## config.mk

```make
export PLATFORM = sky130hd
export DESIGN_NAME = vt_seq_decode
export DESIGN_NICKNAME = d
export VERILOG_FILES = /design/src/rtl/vt_pkg.sv /design/src/rtl/vt_data_extract.sv /design/src/rtl/vt_seq_decode.sv
export SDC_FILE = /design/constraint.sdc
export NUM_CORES = 1
export LEC_CHECK = 0
export ABC_AREA = 1
export CORE_AREA = 2 2 131 82
export CTS_BUF_LIST = sky130_fd_sc_hd__clkbuf_16
export CTS_CLUSTER_DIAMETER = 50
export CTS_CLUSTER_SIZE = 14
export DETAILED_ROUTE_END_ITERATION = 8
export DIE_AREA = 0 0 133 84
export PLACE_DENSITY = 0.65
export SETUP_SLACK_MARGIN = 0.02
export SYNTH_ARGS = -nofsm -noshare
export SYNTH_HDL_FRONTEND = slang
export SYNTH_SLANG_ARGS = --single-unit
export TNS_END_PERCENT = 1
```

## constraint.sdc

```tcl
create_clock -name clk -period 9.5 [get_ports clk]
set_input_delay 1.9 -clock clk [delete_from_list [all_inputs] [get_ports clk]]
set_output_delay 1.9 -clock clk [all_outputs]
set_load 0.03 [all_outputs]
```

## src/rtl/vt_pkg.sv

```systemverilog
// Shared types and elaboration helpers for the VT decoder family:
// status/state encodings and systematic data-position mapping.
package vt_pkg;

  typedef enum logic [1:0] {
    CLEAN     = 2'b00,
    CORRECTED = 2'b01,
    UNCORR    = 2'b10
  } vt_status_e;

  typedef enum logic [2:0] {
    S_IDLE,
    S_SCAN,
    S_DECIDE,
    S_INSERT,
    S_BUILD,
    S_EMIT
  } vt_state_e;

  function automatic bit is_pow2(int x);
    return (x > 0) && ((x & (x - 1)) == 0);
  endfunction

  function automatic int vt_k(int n);
    return n - $clog2(n + 1);
  endfunction

  // 1-based word position carrying data bit k (data sits at non-power-of-2 positions)
  function automatic int vt_data_pos(int n, int k);
    int cnt;
    int pos;
    cnt = 0;
    pos = 1;
    for (int p = 1; p <= n; p++) begin
      if (!is_pow2(p)) begin
        if (cnt == k) pos = p;
        cnt++;
      end
    end
    return pos;
  endfunction

endpackage

```

## src/rtl/vt_data_extract.sv

```systemverilog
// Combinational extraction of the K systematic data bits from an N-bit VT word.
module vt_data_extract
  import vt_pkg::*;
#(
  parameter int N = 12,
  localparam int K = vt_k(N)
) (
  input  logic [N-1:0] word,
  output logic [K-1:0] data
);

  for (genvar k = 0; k < K; k++) begin : g_bit
    assign data[k] = word[vt_data_pos(N, k) - 1];
  end

endmodule

```

## src/rtl/vt_seq_decode.sv

```systemverilog
// Bit-serial Varshamov-Tenengolts decoder with single-deletion correction.
// Define VT_STATS_EN to add saturating corrected/uncorrectable counters.
module vt_seq_decode
  import vt_pkg::*;
#(
  parameter int N            = 12,
  parameter int SYNDROME_VAL = 0,
  localparam int K           = vt_k(N)
) (
  input  logic         clk,
  input  logic         rst_n,
  input  logic         in_valid,
  output logic         in_ready,
  input  logic         in_del,
  input  logic [N-1:0] in_word,
  output logic         out_valid,
  input  logic         out_ready,
  output logic [K-1:0] out_data,
  output logic [1:0]   out_status
`ifdef VT_STATS_EN
  ,
  output logic [15:0]  cnt_corr,
  output logic [15:0]  cnt_uncorr
`endif
);

  localparam int CW = $clog2(N + 1);
  localparam int AW = CW + 1;
  localparam logic [AW-1:0] MOD = AW'(N + 1);
  localparam logic [AW-1:0] SV  = AW'(SYNDROME_VAL);

  vt_state_e  state, state_nx;
  vt_status_e status_r, out_status_r;
  logic [N-1:0]  word_r, cw_r, word_sh, ins_word;
  logic [K-1:0]  out_data_r, data_x;
  logic          del_r, ins_bit_r;
  logic [CW-1:0] len_r, idx_r, w_r, p_r, ones_r, zeros_r;
  logic [AW-1:0] acc_r, tgt_r, acc_sum, acc_nx, d_raw, d_val, w_ext;
  logic          bit_cur, y_p, match, scan_end;

  // SCAN datapath: weighted residue of the received word
  assign bit_cur  = word_r[0] & (idx_r == CW'(1)) | ((word_r >> (idx_r - 1'b1)) & N'(1)) != '0;
  assign acc_sum  = acc_r + (bit_cur ? AW'(idx_r) : '0);
  assign acc_nx   = (acc_sum >= MOD) ? acc_sum - MOD : acc_sum;
  assign scan_end = (idx_r == len_r);

  // D = (a - acc) mod (N+1); adding MOD first keeps the difference non-negative
  assign d_raw = SV + MOD - acc_r;
  assign d_val = (d_raw >= MOD) ? d_raw - MOD : d_raw;
  assign w_ext = AW'(w_r);

  // INSERT: prefix counts cover y[1..p]; suffix ones = w - prefix ones
  assign y_p   = ((word_r >> p_r) & N'(1)) != '0;
  assign match = ins_bit_r ? (AW'(zeros_r) == tgt_r) : (AW'(w_r - ones_r) == tgt_r);

  assign word_sh = {word_r[N-2:0], 1'b0};
  always_comb begin
    ins_word = '0;
    for (int j = 0; j < N; j++) begin
      if (CW'(j) < p_r)       ins_word[j] = word_r[j];
      else if (CW'(j) == p_r) ins_word[j] = ins_bit_r;
      else                    ins_word[j] = word_sh[j];
    end
  end

  vt_data_extract #(.N(N)) u_extract (
    .word (cw_r),
    .data (data_x)
  );

  always_ff @(posedge clk or negedge rst_n) begin
    if (!rst_n) state <= S_IDLE;
    else        state <= state_nx;
  end

  always_comb begin
    state_nx = state;
    case (state)
      S_IDLE:   if (in_valid)            state_nx = S_SCAN;
      S_SCAN:   if (scan_end)            state_nx = S_DECIDE;
      S_DECIDE:                          state_nx = del_r ? S_INSERT : S_BUILD;
      S_INSERT: if (match || p_r == len_r) state_nx = S_BUILD;
      S_BUILD:                           state_nx = S_EMIT;
      S_EMIT:   if (out_ready)           state_nx = S_IDLE;
      default:                           state_nx = S_IDLE;
    endcase
  end

  always_ff @(posedge clk or negedge rst_n) begin
    if (!rst_n) begin
      word_r       <= '0;
      cw_r         <= '0;
      del_r        <= 1'b0;
      len_r        <= '0;
      idx_r        <= '0;
      w_r          <= '0;
      acc_r        <= '0;
      p_r          <= '0;
      ones_r       <= '0;
      zeros_r      <= '0;
      tgt_r        <= '0;
      ins_bit_r    <= 1'b0;
      status_r     <= CLEAN;
      out_status_r <= CLEAN;
      out_data_r   <= '0;
    end else begin
      case (state)
        S_IDLE: if (in_valid) begin
          // a short word gets a 0 at position N so the unmatched case is already padded
          word_r <= in_del ? {1'b0, in_word[N-2:0]} : in_word;
          del_r  <= in_del;
          len_r  <= in_del ? CW'(N - 1) : CW'(N);
          acc_r  <= '0;
          w_r    <= '0;
          idx_r  <= CW'(1);
        end
        S_SCAN: begin
          acc_r <= acc_nx;
          w_r   <= w_r + CW'(bit_cur);
          idx_r <= idx_r + 1'b1;
        end
        S_DECIDE: begin
          p_r     <= '0;
          ones_r  <= '0;
          zeros_r <= '0;
          cw_r    <= word_r;
          if (!del_r) status_r <= (d_val == '0) ? CLEAN : UNCORR;
          else begin
            ins_bit_r <= (d_val > w_ext);
            tgt_r     <= (d_val > w_ext) ? d_val - w_ext - 1'b1 : d_val;
          end
        end
        S_INSERT: begin
          if (match) begin
            cw_r     <= ins_word;
            status_r <= CORRECTED;
          end else if (p_r == len_r) begin
            status_r <= UNCORR;
          end else begin
            p_r     <= p_r + 1'b1;
            ones_r  <= ones_r + CW'(y_p);
            zeros_r <= zeros_r + CW'(!y_p);
          end
        end
        S_BUILD: begin
          out_data_r   <= data_x;
          out_status_r <= status_r;
        end
        default: ;
      endcase
    end
  end

  assign in_ready   = (state == S_IDLE);
  assign out_valid  = (state == S_EMIT);
  assign out_data   = out_data_r;
  assign out_status = out_status_r;

`ifdef VT_STATS_EN
  always_ff @(posedge clk or negedge rst_n) begin
    if (!rst_n) begin
      cnt_corr   <= '0;
      cnt_uncorr <= '0;
    end else if (state == S_EMIT && out_ready) begin
      if (out_status_r == CORRECTED && cnt_corr != 16'hFFFF)  cnt_corr   <= cnt_corr + 16'd1;
      if (out_status_r == UNCORR && cnt_uncorr != 16'hFFFF)   cnt_uncorr <= cnt_uncorr + 16'd1;
    end
  end
`endif

endmodule

```

Yosys cells after proc, flatten, opt, wreduce, memory -nomap -nowiden
Index checks and enable logic that the tools add are counted.
{ "word_totals": {"mem_bits_ro": 0, "output_inout_bits": 12, "n_memories": 0, "mem_bits_rw": 0, "latchBits": 0, "ff_bits": 75, "inputBits": 17} }
{ "op_classes": {"n_mux": 59, "reduce_logical": 14, "n_shift": 2, "addsub": 13, "eq_ne": 30, "div_mod_pow": 0, "bitwise_logic": 2, "order_cmp": 15, "mul": 0} }
{ "ops": {"columns": ["op", "count"], "rows": [
  ["4-bit case mux with 2 select lines", 5],
  ["4-bit two-way mux", 9],
  ["1-bit two-way mux", 25],
  ["12-bit two-way mux", 2],
  ["12-bit case mux with 2 select lines", 1],
  ["12-bit by 4-bit right shift with 1-bit output", 2],
  ["5-bit two-way mux", 4],
  ["3-bit two-way mux", 6],
  ["3-bit case mux with 6 select lines", 1],
  ["3-bit by 4-bit equality test with 1-bit output (first input constant)", 4],
  ["4-bit equality test (first input constant)", 4],
  ["3-bit by 4-bit < comparator with 1-bit output (first input constant)", 4],
  ["4-bit < comparator (first input constant)", 4],
  ["2-bit != test (second input constant)", 7],
  ["4-bit by 1-bit adder with 4-bit output", 3],
  ["5-bit by 4-bit >= comparator with 1-bit output (second input constant)", 2],
  ["5-bit case mux with 2 select lines", 1],
  ["5-bit by 4-bit subtractor with 5-bit output (second input constant)", 2],
  ["4-bit by 1-bit adder with 4-bit output (second input constant)", 2],
  ["2-bit by 4-bit equality test with 1-bit output (first input constant)", 2],
  ["4-bit equality test", 2],
  ["1-bit by 4-bit < comparator with 1-bit output (first input constant)", 2],
  ["2-bit by 4-bit < comparator with 1-bit output (first input constant)", 2],
  ["2-bit two-way mux", 4],
  ["other kinds (28)", 35]
]} }

Depth between registers and ports, before layout
Gate-level depths: netlist (run 1).
{ "logic_depth": {"word_depth": 8, "mapped_depth": 21, "depth_no_buf": 21} }

By module
A second synthesis (run 1) with hierarchy kept.
{ "unflattened": {"hier_cells": 667, "hier_area_um2": 4962.3} }
{ "by_module_without_submodules": {"columns": ["module", "cells_each", "instances", "area_each_um2"], "rows": [
  ["vt_seq_decode", 659, 1, 4902.2],
  ["vt_data_extract", 8, 1, 60.1]
]} }

Least setup slack after synthesis (run 1)
No wires, ideal clock.
{ "synth_timing": {"path_kind": "register to register", "from": "reg idx_r[0]", "to": "reg acc_r[2]", "path_stages_with_launch": 20, "t_arrival_ns": 3.147, "setup_ns": 0.127, "slack_ns": 6.226, "required_time_ns": 9.373, "path_cell_list": "dfrtp_1 -> inv_1 -> ha_1 -> inv_1 -> a21oi_1 -> o21ai_0 -> nand3_1 -> nor2_1 -> a41oi_1 -> nand2_1 -> inv_1 -> nor2_1 -> ha_1 -> fa_1 -> inv_1 -> ha_1 -> o211ai_1 -> nand2_1 -> a21oi_1 -> o21ai_0"} }
{ "synth_between": {"elab_chain_len": 8, "elab_cells_between_ends": 11, "cone_classes": "add/sub (3); order compare (1); eq/ne (1); shift (1); mux (3); bitwise (2)"} }
{ "synth_rtl": {"columns": ["element", "line_no", "text"], "rows": [
  ["start: declaration", "vt_seq_decode.sv:37", "logic [CW-1:0] len_r, idx_r, w_r, p_r, ones_r, zeros_r;"],
  ["start signal: assignment", "vt_seq_decode.sv:120", "idx_r <= idx_r + 1'b1;"],
  ["4-bit by 1-bit subtractor with 4-bit output / 4-bit by 1-bit equality test with 1-bit output (equally long branches)", "vt_seq_decode.sv:42", "assign bit_cur = word_r[0] & (idx_r == CW'(1)) | ((word_r >> (idx_r - 1'b1)) & N'(1)) != '0;"],
  ["12-bit by 4-bit right shift with 1-bit output / 1-bit AND (equally long branches)", "vt_seq_decode.sv:42", null],
  ["1-bit bitwise OR", "vt_seq_decode.sv:42", null],
  ["4-bit two-way mux *", "vt_seq_decode.sv:43", "assign acc_sum = acc_r + (bit_cur ? AW'(idx_r) : '0);"],
  ["5-bit by 4-bit adder with 5-bit output *", "vt_seq_decode.sv:43", null],
  ["5-bit by 4-bit subtractor with 5-bit output / 5-bit by 4-bit >= comparator with 1-bit output (equally long branches)", "vt_seq_decode.sv:44", "assign acc_nx = (acc_sum >= MOD) ? acc_sum - MOD : acc_sum;"],
  ["5-bit two-way mux *", "vt_seq_decode.sv:44", null],
  ["5-bit case mux with 2 select lines *", "vt_seq_decode.sv:107", "case (state)"],
  ["end signal: assignment", "vt_seq_decode.sv:118", "acc_r <= acc_nx;"],
  ["end: declaration", "vt_seq_decode.sv:38", "logic [AW-1:0] acc_r, tgt_r, acc_sum, acc_nx, d_raw, d_val, w_ext;"]
]} }
Mark *: on every way between the ends. The rest lies on a longest branch, timed or not.
A chain may end at the register's enable or synchronous reset.

Worst setup path after layout (run 1)
{ "layout_timing": {"from": "reg idx_r[0]", "to": "reg acc_r[4]"} }
Same word-level chain as after synthesis.

==> results of run 1 <==
per-stage QoR:
stage,instances,hold WS (ns)
final,807,0.467
after global routing,807,0.485
after CTS,807,0.469
after detailed placement,791,0.456
after global placement,791,0.453
after floorplan,634,0.442
sequential cells by signal (all words and copies together), names as in the netlist:
signal      cells
p_r             4
cw_r            8
word_r         12
idx_r           4
out_status      2
out_data        8
ins_bit_r       1
state           3
tgt_r           5
len_r           3
status_r        2
w_r             4
zeros_r         4
ones_r          4
acc_r           5
cell families after synthesis:
| logic type | after synthesis |
|---|---|
| buf+inv | 92 |
| simple gates | 304 |
| xor+xnor | 17 |
| compound gates | 118 |
| flops | 69 |
| fa+ha+maj | 34 |
area by class of cell:
class / instances / share of cell area, %
clock buffers: 9 / 4.17
clock inverters: 7 / 2.13
inverters: 79 / 5.49
multi-input cells: 473 / 47.5
flip-flops and latches: 69 / 32.0
well taps: 139 / 3.22
repair buffers: 31 / 5.52
cells in the mapped netlist (all sizes together), types with 2 or more instances:
master  instances
a21oi          27
a22oi           2
buf             5
clkbuf          8
dfrtp          69
fa              3
ha             31
inv            78
nand2         189
nand3          56
nand4           8
nor2           46
o211ai          8
o21a            2
o21ai          66
o22ai           9
or2             5
xnor2           7
xor2           10
layout by cell type (no fill, tap or decap), drive strengths merged, types with 5 or more instances in the layout:
cell type	n
clkbuf	9
o22ai	9
dfrtp	69
xor2	10
ha	31
a21oi	27
or2	5
nand4	8
clkdlybuf4s50	27
nor2	46
xnor2	7
nand2	189
o21ai	66
nand3	56
inv	79
o211ai	8
worst reg2reg max path: stages, from the launching register on:
cell and delay [ns]:
dfrtp_1 0.61, inv_1 0.21, ha_1 0.41, inv_1 0.10, a21oi_1 0.10, o21ai_0 0.10
nand3_1 0.11, nor2_1 0.05, a41oi_1 0.17, nand2_1 0.11, inv_1 0.12, nor2_1 0.06
ha_1 0.21, fa_1 0.50, inv_1 0.09, ha_1 0.20, o211ai_1 0.27, nand2_1 0.19
o211ai_1 0.15, o21ai_0 0.10
worst min path at each step:
stage	cells past startpoint	from	to	slack, ns
after global routing	2	out_data[7]	out_data[7]	0.49
after detailed placement	2	cw_r[9]	out_data[5]	0.46
final	2	out_data[7]	out_data[7]	0.47
after floorplan	2	status_r[0]	status_r[0]	0.44
after CTS	2	cw_r[9]	out_data[5]	0.47
after global placement	2	out_data[2]	out_data[2]	0.45
power by group:
group          total, mW  internal (mW)  switching (mW)
Sequential         0.528          0.407           0.120
Clock              0.386          0.255           0.130
Combinational       1.17          0.403           0.764
Total               2.08           1.07            1.01
metal layers:
metal,track usage [%],routed length (microns),vias to the layer above
met5,0,0,-
met4,6.06,128,0
met3,5.16,872,15
met2,32.4,4780,153
met1,34.6,6170,1961
li1,-,-,2124
==> results by group, run 1 <==
CTS
  • CTS Root Buffer Type: clkbuf_16
  • Hold Buf Count CTS: 0
  • Htree depth: 3
  • TritonCTS clock tree: yes
  • Clock transition at path regs: around 0.060 ns
  • Clock buffer count from CTS: 9
  • Clk Latency, worst-skew pair: between 0.3 and 0.4 ns
  • Clock Sinks: 69
  • Post CTS Setup Buffer Count: 0
  • Worst-case clock buffer depth: 2
  • Cts repair resizes: 0

Worst setup path
  • Cell family with most CP delay: adder cells
  • Worst R2R Start: idx_r[0]
  • CP bufs+invs: 4
  • Flop2flop setup slack: 5.49 ns
  • Critical Path RT: 9.70 ns
  • Critical Path Max Stage Delay: 0.61 ns
  • CP cell instances: inv_1 -> ha_1 -> inv_1 -> a21oi_1 -> o21ai_0 -> nand3_1 -> nor2_1 -> a41oi_1 -> nand2_1 -> inv_1 -> nor2_1 -> ha_1 -> fa_1 -> inv_1 -> ha_1 -> o211ai_1 -> nand2_1 -> o211ai_1 -> o21ai_0
  • Most used cell, CP: inv_1
  • FF-to-FF End: acc_r[4]
  • WP data arrival: 4.21 ns
  • Reg2reg path depth: 19
  • CP endpoint: acc_r[4]
  • Critical Path Start: idx_r[0]
  • CP Capture Type: flop
  • Critical Setup Path Class: reg -> reg
  • Critical path peak fanout: 17
  • Worst path depth: 19
  • CP max stage cell: dfrtp_1
  • Startpoint types: flop

Pwr
  • Pwr Total: 2.08 mW
  • Cell Pwr Density: just under 400 mW/mm^2
  • Lkg Pwr: 2.69 nW
  • Worst vdd ir: 0.188 mV

Yosys
  • Synth Cell Area: 0.00465 sq mm
  • Post-Synth Adder-Cell Area: 9.64%
  • Area leader, netlist: dfrtp_1
  • Syn Inst Count: between 600 and 700
  • Library cells used by synthesis: 32
  • Syn_nets: 685
  • Compound-Gate Fraction of Synth Area: 14.7%
  • Area contributors post-synth: dfrtp_1 (37%), nand2_1 (15%), ha_1 (8.3%), inv_1 (6.1%), o21ai_0 (5.9%)
  • FF+latch count, synth: slightly below 70
  • Async SR Flop Fraction: 100%
  • Prevailing post-synth register cell: dfrtp_1
  • Post-synthesis sequential area ratio: 37.2%
  • Simple-gate share of the synthesized area: 27.6%
  • Post-synth EDFFs: 0
  • Main combinational cell family by area after synthesis: simple AND/OR/NAND/NOR gates
  • Synthesized area per cell: 7.33 sq um
  • Synth top area share: 37.2%
  • Yosys warnings: 0
  • XOR/XNOR share of the synthesized area: 3.20%
  • Mux cell area share after synthesis: 0%

STA
  • Final worst setup slack: 5.49 ns
  • Setup TNS: 0 ns
  • Max Clk Rate: 249 MHz
  • Slew of the pin with the lowest slew margin: around 0.90 ns
  • Final hold vios: 0
  • Finish-stage setup viols: 0
  • Max Slew Vio Count: 0
  • Final Cycle Share: 42.2%
  • Clk_skew: around 0.0078 ns
  • Tmin final: 4.01 ns
  • RSZ-0062 raised after global routing: no
  • Max-slew headroom: between 30% and 40%

Route
  • Initial DRC Count: 321
  • Vias/cell: 5.27
  • Routed WL: 11.9 mm
  • Antenna Nets Post-Route: 0
  • Via count: 4253
  • DR WL/cell: 14.8 microns
  • # DRC: 0
  • DRT Pass-1 Iters: 5

Cells and area
  • Filler cells: about 940
  • Syn-to-layout area delta: 16.2%
  • Diodes inserted: 0
  • Post-route core utilization: 53.3%
  • Final Cell Area: 0.00540 sq mm
  • Register area: approximately 0.0017 sq mm
  • Area used by multi-input combinational logic: about 0.0026 sq mm
  • Layout cell share with drive strength beyond 1: 6.74%
  • Nets: 714

Job
  • Max cap viols: 0

GRT
  • Largest net degree at the start of global routing: 70
  • Initial antenna violation count: 0
  • Vias in the first global route: 3992
  • Global-route wire length before repair: 20.1 mm
  • Tot GR Track Use: 22.8%
  • Grt ovf: 0

Placement
  • RD Place Congestion: around 0.94
  • Port Buffer Count: 28
  • DP HPWL: 8.87 mm
  • Pre-CTS setup slack: 5.62 ns
  • Placed instance area: 0.00506 sq mm

Floorplan
  • Core box area: 0.0101 sq mm
  • Starting density of the core: 45.9%
  • IO Count: 29
  • Die W: 133 microns
  • Area of the die: 0.0112 sq mm
  • Die extent in y: 84 microns
  • # rows: 29

Run status
  • Status: finished, final reports clean

Hold path
  • Hold Crit Class: reg -> reg
Power figures use the tool's default switching activity.
==> inputs of run 2 (changes only) <==
==> constraint.sdc (replaced) <==
create_clock -name clk -period 4.05 [get_ports clk]
set_input_delay 0.81 -clock clk [delete_from_list [all_inputs] [get_ports clk]]
set_output_delay 0.81 -clock clk [all_outputs]
set_load 0.03 [all_outputs]
==> results by group, run 2 (synthesis gave the netlist of run 1 again) <==
Placement
  • RD Place Congestion: 0.940 (was 0.944)
  • Port Buffer Count: 28 (unchanged)
  • DP HPWL: 9.15 mm (was 8.87 mm)
  • Pre-CTS setup slack: 0.402 ns (was 5.62 ns)

Route
  • Routed WL: 12.0 mm (was 11.9 mm)
  • DR WL/cell: 14.9 microns (was 14.8 microns)
  • Vias/cell: 5.36 (was 5.27)
  • Via count: 4332 (was 4253)
  • DRT Pass-1 Iters: 4 (was 5)
  • # DRC: 0 (unchanged)
  • Antenna Nets Post-Route: 0 (unchanged)
  • Initial DRC Count: 384 (was 321)

CTS
  • TritonCTS clock tree: yes (unchanged)
  • Worst-case clock buffer depth: 2 (unchanged)
  • Htree depth: 3 (unchanged)
  • Hold Buf Count CTS: 0 (unchanged)
  • CTS Root Buffer Type: clkbuf_16 (unchanged)
  • Clock Sinks: 69 (unchanged)
  • Cts repair resizes: 0 (unchanged)
  • Clock buffer count from CTS: 9 (unchanged)
  • Clock transition at path regs: 0.06 ns (about the same)
  • Clk Latency, worst-skew pair: 0.33 ns (about the same)
  • Post CTS Setup Buffer Count: 0 (unchanged)

Worst setup path
  • Critical Path RT: 4.26 ns (was 9.70 ns)
  • Critical path peak fanout: 6 (was 17)
  • Critical Path Start: idx_r[1] (was idx_r[0])
  • Startpoint types: flop (unchanged)
  • Worst R2R Start: idx_r[1] (was idx_r[0])
  • Reg2reg path depth: 19 (unchanged)
  • Flop2flop setup slack: 0.29 ns (was 5.49 ns)
  • Critical Setup Path Class: reg -> reg (unchanged)
  • CP max stage cell: fa_1 (was dfrtp_1)
  • CP cell instances: inv_1 -> ha_1 -> inv_1 -> a21oi_1 -> o21ai_0 -> nand3_1 -> nor2_1 -> a41oi_1 -> nand2_1 -> inv_1 -> nor2_1 -> ha_1 -> fa_1 -> inv_1 -> ha_1 -> o211ai_1 -> nand2_1 -> a21oi_1 -> o21ai_0 (was inv_1 -> ha_1 -> inv_1 -> a21oi_1 -> o21ai_0 -> nand3_1 -> nor2_1 -> a41oi_1 -> nand2_1 -> inv_1 -> nor2_1 -> ha_1 -> fa_1 -> inv_1 -> ha_1 -> o211ai_1 -> nand2_1 -> o211ai_1 -> o21ai_0)
  • Cell family with most CP delay: adder cells (unchanged)
  • Most used cell, CP: inv_1 (unchanged)
  • Critical Path Max Stage Delay: 0.51 ns (was 0.61 ns)
  • WP data arrival: 3.97 ns (was 4.21 ns)
  • CP bufs+invs: 4 (unchanged)
  • FF-to-FF End: acc_r[3] (was acc_r[4])
  • CP Capture Type: flop (unchanged)

Run status
  • Status: finished, final reports clean (unchanged)

GRT
  • GR Util met1: 34.6% (about the same)
  • Tot GR Track Use: 23.0% (was 22.8%)
  • Initial antenna violation count: 0 (unchanged)
  • Vias in the first global route: 4138 (was 3992)
  • M3 GR Usage: 5.22% (was 5.16%)
  • GRT met2 Usage: 33.3% (was 32.4%)
  • GRT Max-Usage Layer: met1 (unchanged)
  • Global-route wire length before repair: 20.4 mm (was 20.1 mm)
  • Largest net degree at the start of global routing: 47 (was 70)
  • Grt ovf: 0 (unchanged)

STA
  • Setup TNS: 0 ns (unchanged)
  • Tmin final: 3.76 ns (was 4.01 ns)
  • Final hold vios: 0 (unchanged)
  • Clk_skew: 0.00535 ns (was 0.00777 ns)
  • Slew of the pin with the lowest slew margin: 1.05 ns (was 0.900 ns)
  • Finish-stage setup viols: 0 (unchanged)
  • Max Slew Vio Count: 0 (unchanged)
  • Final Cycle Share: 92.8% (was 42.2%)
  • Max Clk Rate: 266 MHz (was 249 MHz)
  • Max-slew headroom: 30.1% (was 40.0%)
  • Final worst setup slack: 0.291 ns (was 5.49 ns)
  • RSZ-0062 raised after global routing: no (unchanged)

Cells and area
  • Layout cell share with drive strength beyond 1: 6.73% (was 6.74%)
  • Largest register by flop count: word_r (unchanged)
  • Post-route core utilization: 53.1% (was 53.3%)
  • Nets: 715 (was 714)
  • Most common cell after layout, fill and taps aside: nand2_1 (unchanged)
  • Diodes inserted: 0 (unchanged)
  • Syn-to-layout area delta: 15.8% (was 16.2%)
  • Commonest cells after routing, fill and taps aside: nand2_1 (185), inv_1 (76), dfrtp_1 (69), o21ai_0 (55), nand3_1 (53) (was nand2_1 (185), inv_1 (77), dfrtp_1 (69), o21ai_0 (55), nand3_1 (53))
  • Max reg flops: 12 (unchanged)

Floorplan
  • IO Count: 29 (unchanged)
  • Starting density of the core: 45.9% (unchanged)
  • Die W: 133 microns (unchanged)
  • Area of the die: 0.0112 sq mm (unchanged)
  • Die extent in y: 84 microns (unchanged)
  • Core box area: 0.0101 sq mm (unchanged)
  • # rows: 29 (unchanged)

Pwr
  • Worst vdd ir: 0.434 mV (was 0.188 mV)
  • Lkg Pwr: 2.67 nW (was 2.69 nW)
  • Cell Pwr Density: 900 mW/mm^2 (was 385 mW/mm^2)
  • Pwr Total: 4.84 mW (was 2.08 mW)

Hold path
  • Hold_sp: out_data[4] (was out_data[7])
  • Hold path depth: 2 (unchanged)
  • Hold Path Sink: out_data[4] (was out_data[7])
  • Hold Crit Class: reg -> reg (unchanged)

Job
  • Max cap viols: 0 (unchanged)
-- run 2: cell types whose count changed in the layout (fill, tap and decap cells not counted), sizes merged --
cell	change
inv	-1
clkinvlp	+2
buf	+1
bufinv	-1
-- run 2: how the worst max path moves through the flow --
stage / to / cells after the start / slack (ns)
2_1_floorplan: acc_r[2] / 19 / 0.78
3_3_place_gp: acc_r[2] / 20 / 0.65
3_5_place_dp: acc_r[3] / 19 / 0.40
4_1_cts: acc_r[3] / 19 / 0.36
5_1_grt: acc_r[2] / 20 / 0.06
6_report: acc_r[3] / 19 / 0.29
-- run 2: where the power goes --
part | internal [mW] | switching, mW
clock | 0.535 | 0.307
sequential | 0.956 | 0.256
combinational | 0.956 | 1.83
total | 2.45 | 2.40
-- run 2: through the flow --
step	hold WS, ns	instance area, sq um	cells
final	0.469	5380	808
after CTS	0.475	5380	808
after floorplan	0.442	4650	634
after detailed placement	0.460	5060	792
after global routing	0.491	5380	808
after global placement	0.452	5060	792
-- run 2: worst min-delay path: stages (launching register included) --
cell and delay [ns]:
dfrtp_1 0.34, nand2_1 0.05, nand2_1 0.04
-- run 2: metal layers --
layer	part of all wire, %	vias up
met4	1.0	0
met3	6.1	14
met5	0	-
met1	52	2061
li1	-	2130
met2	41	127
-- run 2: area by class of cell --
cell class                      count  area (sq um)
Clock buffer                        9           225
Clock inverter                      7          90.1
Fill cell                         975          4740
Inverter                           79           297
Multi-Input combinational cell    473          2560
Sequential cell                    69          1730
Tap cell                          139           174
Timing Repair Buffer               32           305
==> RTL change 1: new RTL, config.mk and constraints of run 2 <==
Register the output `out_status` once more, with the module's reset; this adds one clock of latency there. The other outputs are not delayed to match.
--- a/src/rtl/vt_seq_decode.sv
+++ b/src/rtl/vt_seq_decode.sv
@@ -155,5 +155,11 @@
   assign out_valid  = (state == S_EMIT);
   assign out_data   = out_data_r;
-  assign out_status = out_status_r;
+  always_ff @(posedge clk or negedge rst_n) begin
+    if (!rst_n) begin
+      out_status <= '0;
+    end else begin
+      out_status <= out_status_r;
+    end
+  end
 
 `ifdef VT_STATS_EN
Behaviour: same outputs for any inputs over 10 cycles, from zero or initial values and one cycle with rst_n low; that may be too few to reach the edited logic, so the function may still have changed.
==> RTL change 1 against run 2 <==
Synthesized area grew 2.2%; clock skew barely moved; sequential cell count grew 2; power rose by 10%; final area is 2.8% higher; worst setup slack better by 0.069 ns; routed wire length grew 2.0%; highest routed layer unchanged.
==> RTL change 1: results (changes against run 2) <==
[layout]
multi_input_gates=478  ; +1.1%
nonClockInverterCount=83  ; +5.1%
drive_above_1_share=0.06627  ; -0.0009906
multi_input_area_share=0.4711  ; -0.005132
nNetsFinal=725  ; +1.4%
ff_latch_area_um2=1777  ; +2.9%
area_growth_pct=16.38
buf_share=0.05431  ; -0.002433

[detailed_routing]
wl_per_cell_um=14.98  ; +0.77%
drt_first_pass_iters=5  ; +1
drt-total-wl_um=12260  ; +2.0%
first_iter_violations=343  ; -11%

[placed_design]
dpl.hpwl_um=9034  ; -1.3%
place_congestion=0.9262  ; -1.5%
pre_cts_ws_ns=0.3383  ; -0.06328 ns
place_area_um2=5147  ; +1.6%

[timing]
whs_ns=0.3817  ; -0.08684 ns

[min_path]
hold_path_depth=0  ; -2

[power]
pg_clk_uw=971  ; +15%
p_int_mw=2.739  ; +12%
ir_worst_vdd_v=0.0004542  ; +4.7%

[yosys]
yosysSeqAreaShare=0.3740  ; +0.002412
ys_seq_elements=71  ; +2.9%
syn_inst=647  ; +2.1%

[critical_path]
path_max_fanout=7  ; +1
reg2regPathDepth=20  ; +1
ff2ff_setup_slack_ns=0.36  ; +0.07 ns
critPathCapture=acc_r[2]$_DFFE_PN0P_
cp_data_arrival_time_ns=3.93  ; -0.04 ns

[global_route]
grt_usage=0.2314  ; +0.001476
grt_pass1_wl_um=20420  ; about the same

[run_status]
outcome=completed

[RTL change 1: changes by cell type in the layout (fill, tap and decap cells not counted), moves of 3 or more]
cell	change
nand2_1	+7
o21ai_0	-7
o21ai_1	+4
clkinvlp_4	-3
inv_1	+3
nand4_1	+3
[RTL change 1: routing by layer]
| metal | part of all wire | GRT usage | up-vias |
|---|---|---|---|
| li1 | - | - | 2159 |
| met1 | 0.49 | 0.3422 | 2032 |
| met2 | 0.42 | 0.3321 | 166 |
| met3 | 0.079 | 0.05768 | 11 |
| met4 | 0.010 | 0.06940 | 0 |
| met5 | 0 | 0 | - |
[RTL change 1: kinds of logic (layout without fill, tap and decap cells)]
family	count (synthesis)	after routing	synth area share
simple gates	313	313	0.2800
compound gates	111	111	0.1346
buf+inv	98	130	0.08033
flops	71	71	0.3740
fa+ha+maj	34	34	0.09429
xor+xnor	20	20	0.03687
[RTL change 1: repair_timing]
item,CTS,global route
gates resized for setup,0,1
setup endpoints to repair,0,4
buffers inserted,0,1
==> RTL change 2: new RTL, config.mk and constraints of run 2 <==
Without the edit above. `N` is set to 12 in 2 places; all go to 11.
--- a/src/rtl/vt_data_extract.sv
+++ b/src/rtl/vt_data_extract.sv
@@ -3,5 +3,5 @@
   import vt_pkg::*;
 #(
-  parameter int N = 12,
+  parameter int N = 11,
   localparam int K = vt_k(N)
 ) (
--- a/src/rtl/vt_seq_decode.sv
+++ b/src/rtl/vt_seq_decode.sv
@@ -4,5 +4,5 @@
   import vt_pkg::*;
 #(
-  parameter int N            = 12,
+  parameter int N            = 11,
   parameter int SYNDROME_VAL = 0,
   localparam int K           = vt_k(N)
Ports: changed (resized in_word and out_data); port bits go from 29 to 27. The function was not compared with the original's and may differ.
==> RTL change 2 against run 2 <==
Routed wire length down 9.1%; worst setup slack better by 0.18 ns; fmax increased by 5.0%; sequential share of layout area rose by 0.50 points; final area fell by 5.7%; die area did not move; sequential power is 3% lower; sequential cell count decreased by 3; power shrank 5.1%; count of clock-buffer cells in the layout unchanged; utilization is 3.1 points lower; synthesized area is 6.3% lower; non-clock buffer count up 1.
==> RTL change 2: results (changes against run 2) <==
[power]
total_power_mw=4.593  ; -5.1%
leakagePower_nw=2.512  ; -6.1%
ir_worst_vdd_v=0.0003347  ; -23%
swShare=0.4859  ; -0.008898
clockPowerShare=0.169  ; -0.005

[layout]
largest_reg_flops=11  ; -1
nNetsFinal=660  ; -7.7%
area_growth_pct=16.50
largest-register=word_r
drive_above_1_share=0.07780  ; +0.01053

[detailed_routing]
first_iter_violations=412  ; +7.3%
dr_total_vias=3982  ; -8.1%
drt-total-wl_um=10920  ; -9.1%
drt_first_pass_iters=5  ; +1
wl_per_cell_um=14.44  ; -2.9%

[timing]
whs_ns=0.4671  ; -0.001418 ns
max_slew_margin=0.2964  ; -0.004716
clock_skew_ns=0.006035  ; +0.0006837 ns
period_minus_slack_ns=3.580  ; -0.1791 ns

[placed_design]
dpl.cell_count=735  ; -7.2%
pre_cts_ws_ns=0.1428  ; -0.2588 ns
place_congestion=0.9217  ; -1.9%
numPortBuffers=26  ; -7.1%
dpl.hpwl_um=8266  ; -9.7%
place_area_um2=4721  ; -6.8%

[run_status]
outcome=completed

[global_route]
grt_usage=0.2066  ; -0.02336
grt_pass1_wl_um=18490  ; -9.4%
grt_pass1_vias=3671  ; -11%

[critical_path]
crit_slowest_cell=dfrtp_2
max_stage_delay_ns=0.44  ; -0.07 ns
path_max_fanout=7  ; +1
r2r_start=idx_r[0]$_DFFE_PN0P_
path_delay_family=adder cells
cp_data_arrival_time_ns=3.78  ; -0.19 ns
path_class=flip-flop to flip-flop
reg2regPathDepth=18  ; -1

[yosys]
syn_area_per_cell_um2=7.466  ; +1.9%
synth_common_cells=163 x nand2_1, 71 x inv_1, 66 x dfrtp_1
yosys-top-cells-area=dfrtp_1 38%, nand2_1 14%, ha_1 8.3%, inv_1 6.1%, nand3_1 5.4%
ys.flop_type=dfrtp_1
syn-num-nets=631  ; -7.9%
ys_types=36  ; +13%

[cts]
cts_resized=0  ; unchanged
ctsHtreeMaxLevel=3  ; unchanged

[min_path]
min_to=out_data[6]$_DFFE_PN0P_
holdCritStartpoint=out_data[6]$_DFFE_PN0P_
hold_path_depth=2  ; unchanged

[RTL change 2: area by class of cell]
class,instances,share of cell area
Clock buffer,9,0.04441
Sequential cell,66,0.3259
Multi-Input combinational cell,426,0.4643
Timing Repair Buffer,33,0.06070
Inverter,76,0.05625
Clock inverter,7,0.01406
Tap cell,139,0.03430
[RTL change 2: logic make-up after synthesis]
logic type | count (synthesis) | share of synthesized area
AOI/OAI and AO/OA | 110 | 0.1452
xor gates and xnor gates | 19 | 0.03823
adders and majority gates | 32 | 0.09716
buffers and inverters | 91 | 0.08307
DFF | 66 | 0.3794
and+or+nand+nor | 265 | 0.2570
[RTL change 2: per-layer routing]
| layer | up-vias | part of all wire | GRT usage | wire length [um] |
|---|---|---|---|---|
| li1 | 1966 | - | - | - |
| met1 | 1860 | 0.50 | 0.3204 | 5508 |
| met2 | 142 | 0.40 | 0.2850 | 4397 |
| met3 | 14 | 0.082 | 0.05161 | 896 |
| met4 | 0 | 0.011 | 0.04692 | 116 |
| met5 | - | 0 | 0 | 0 |
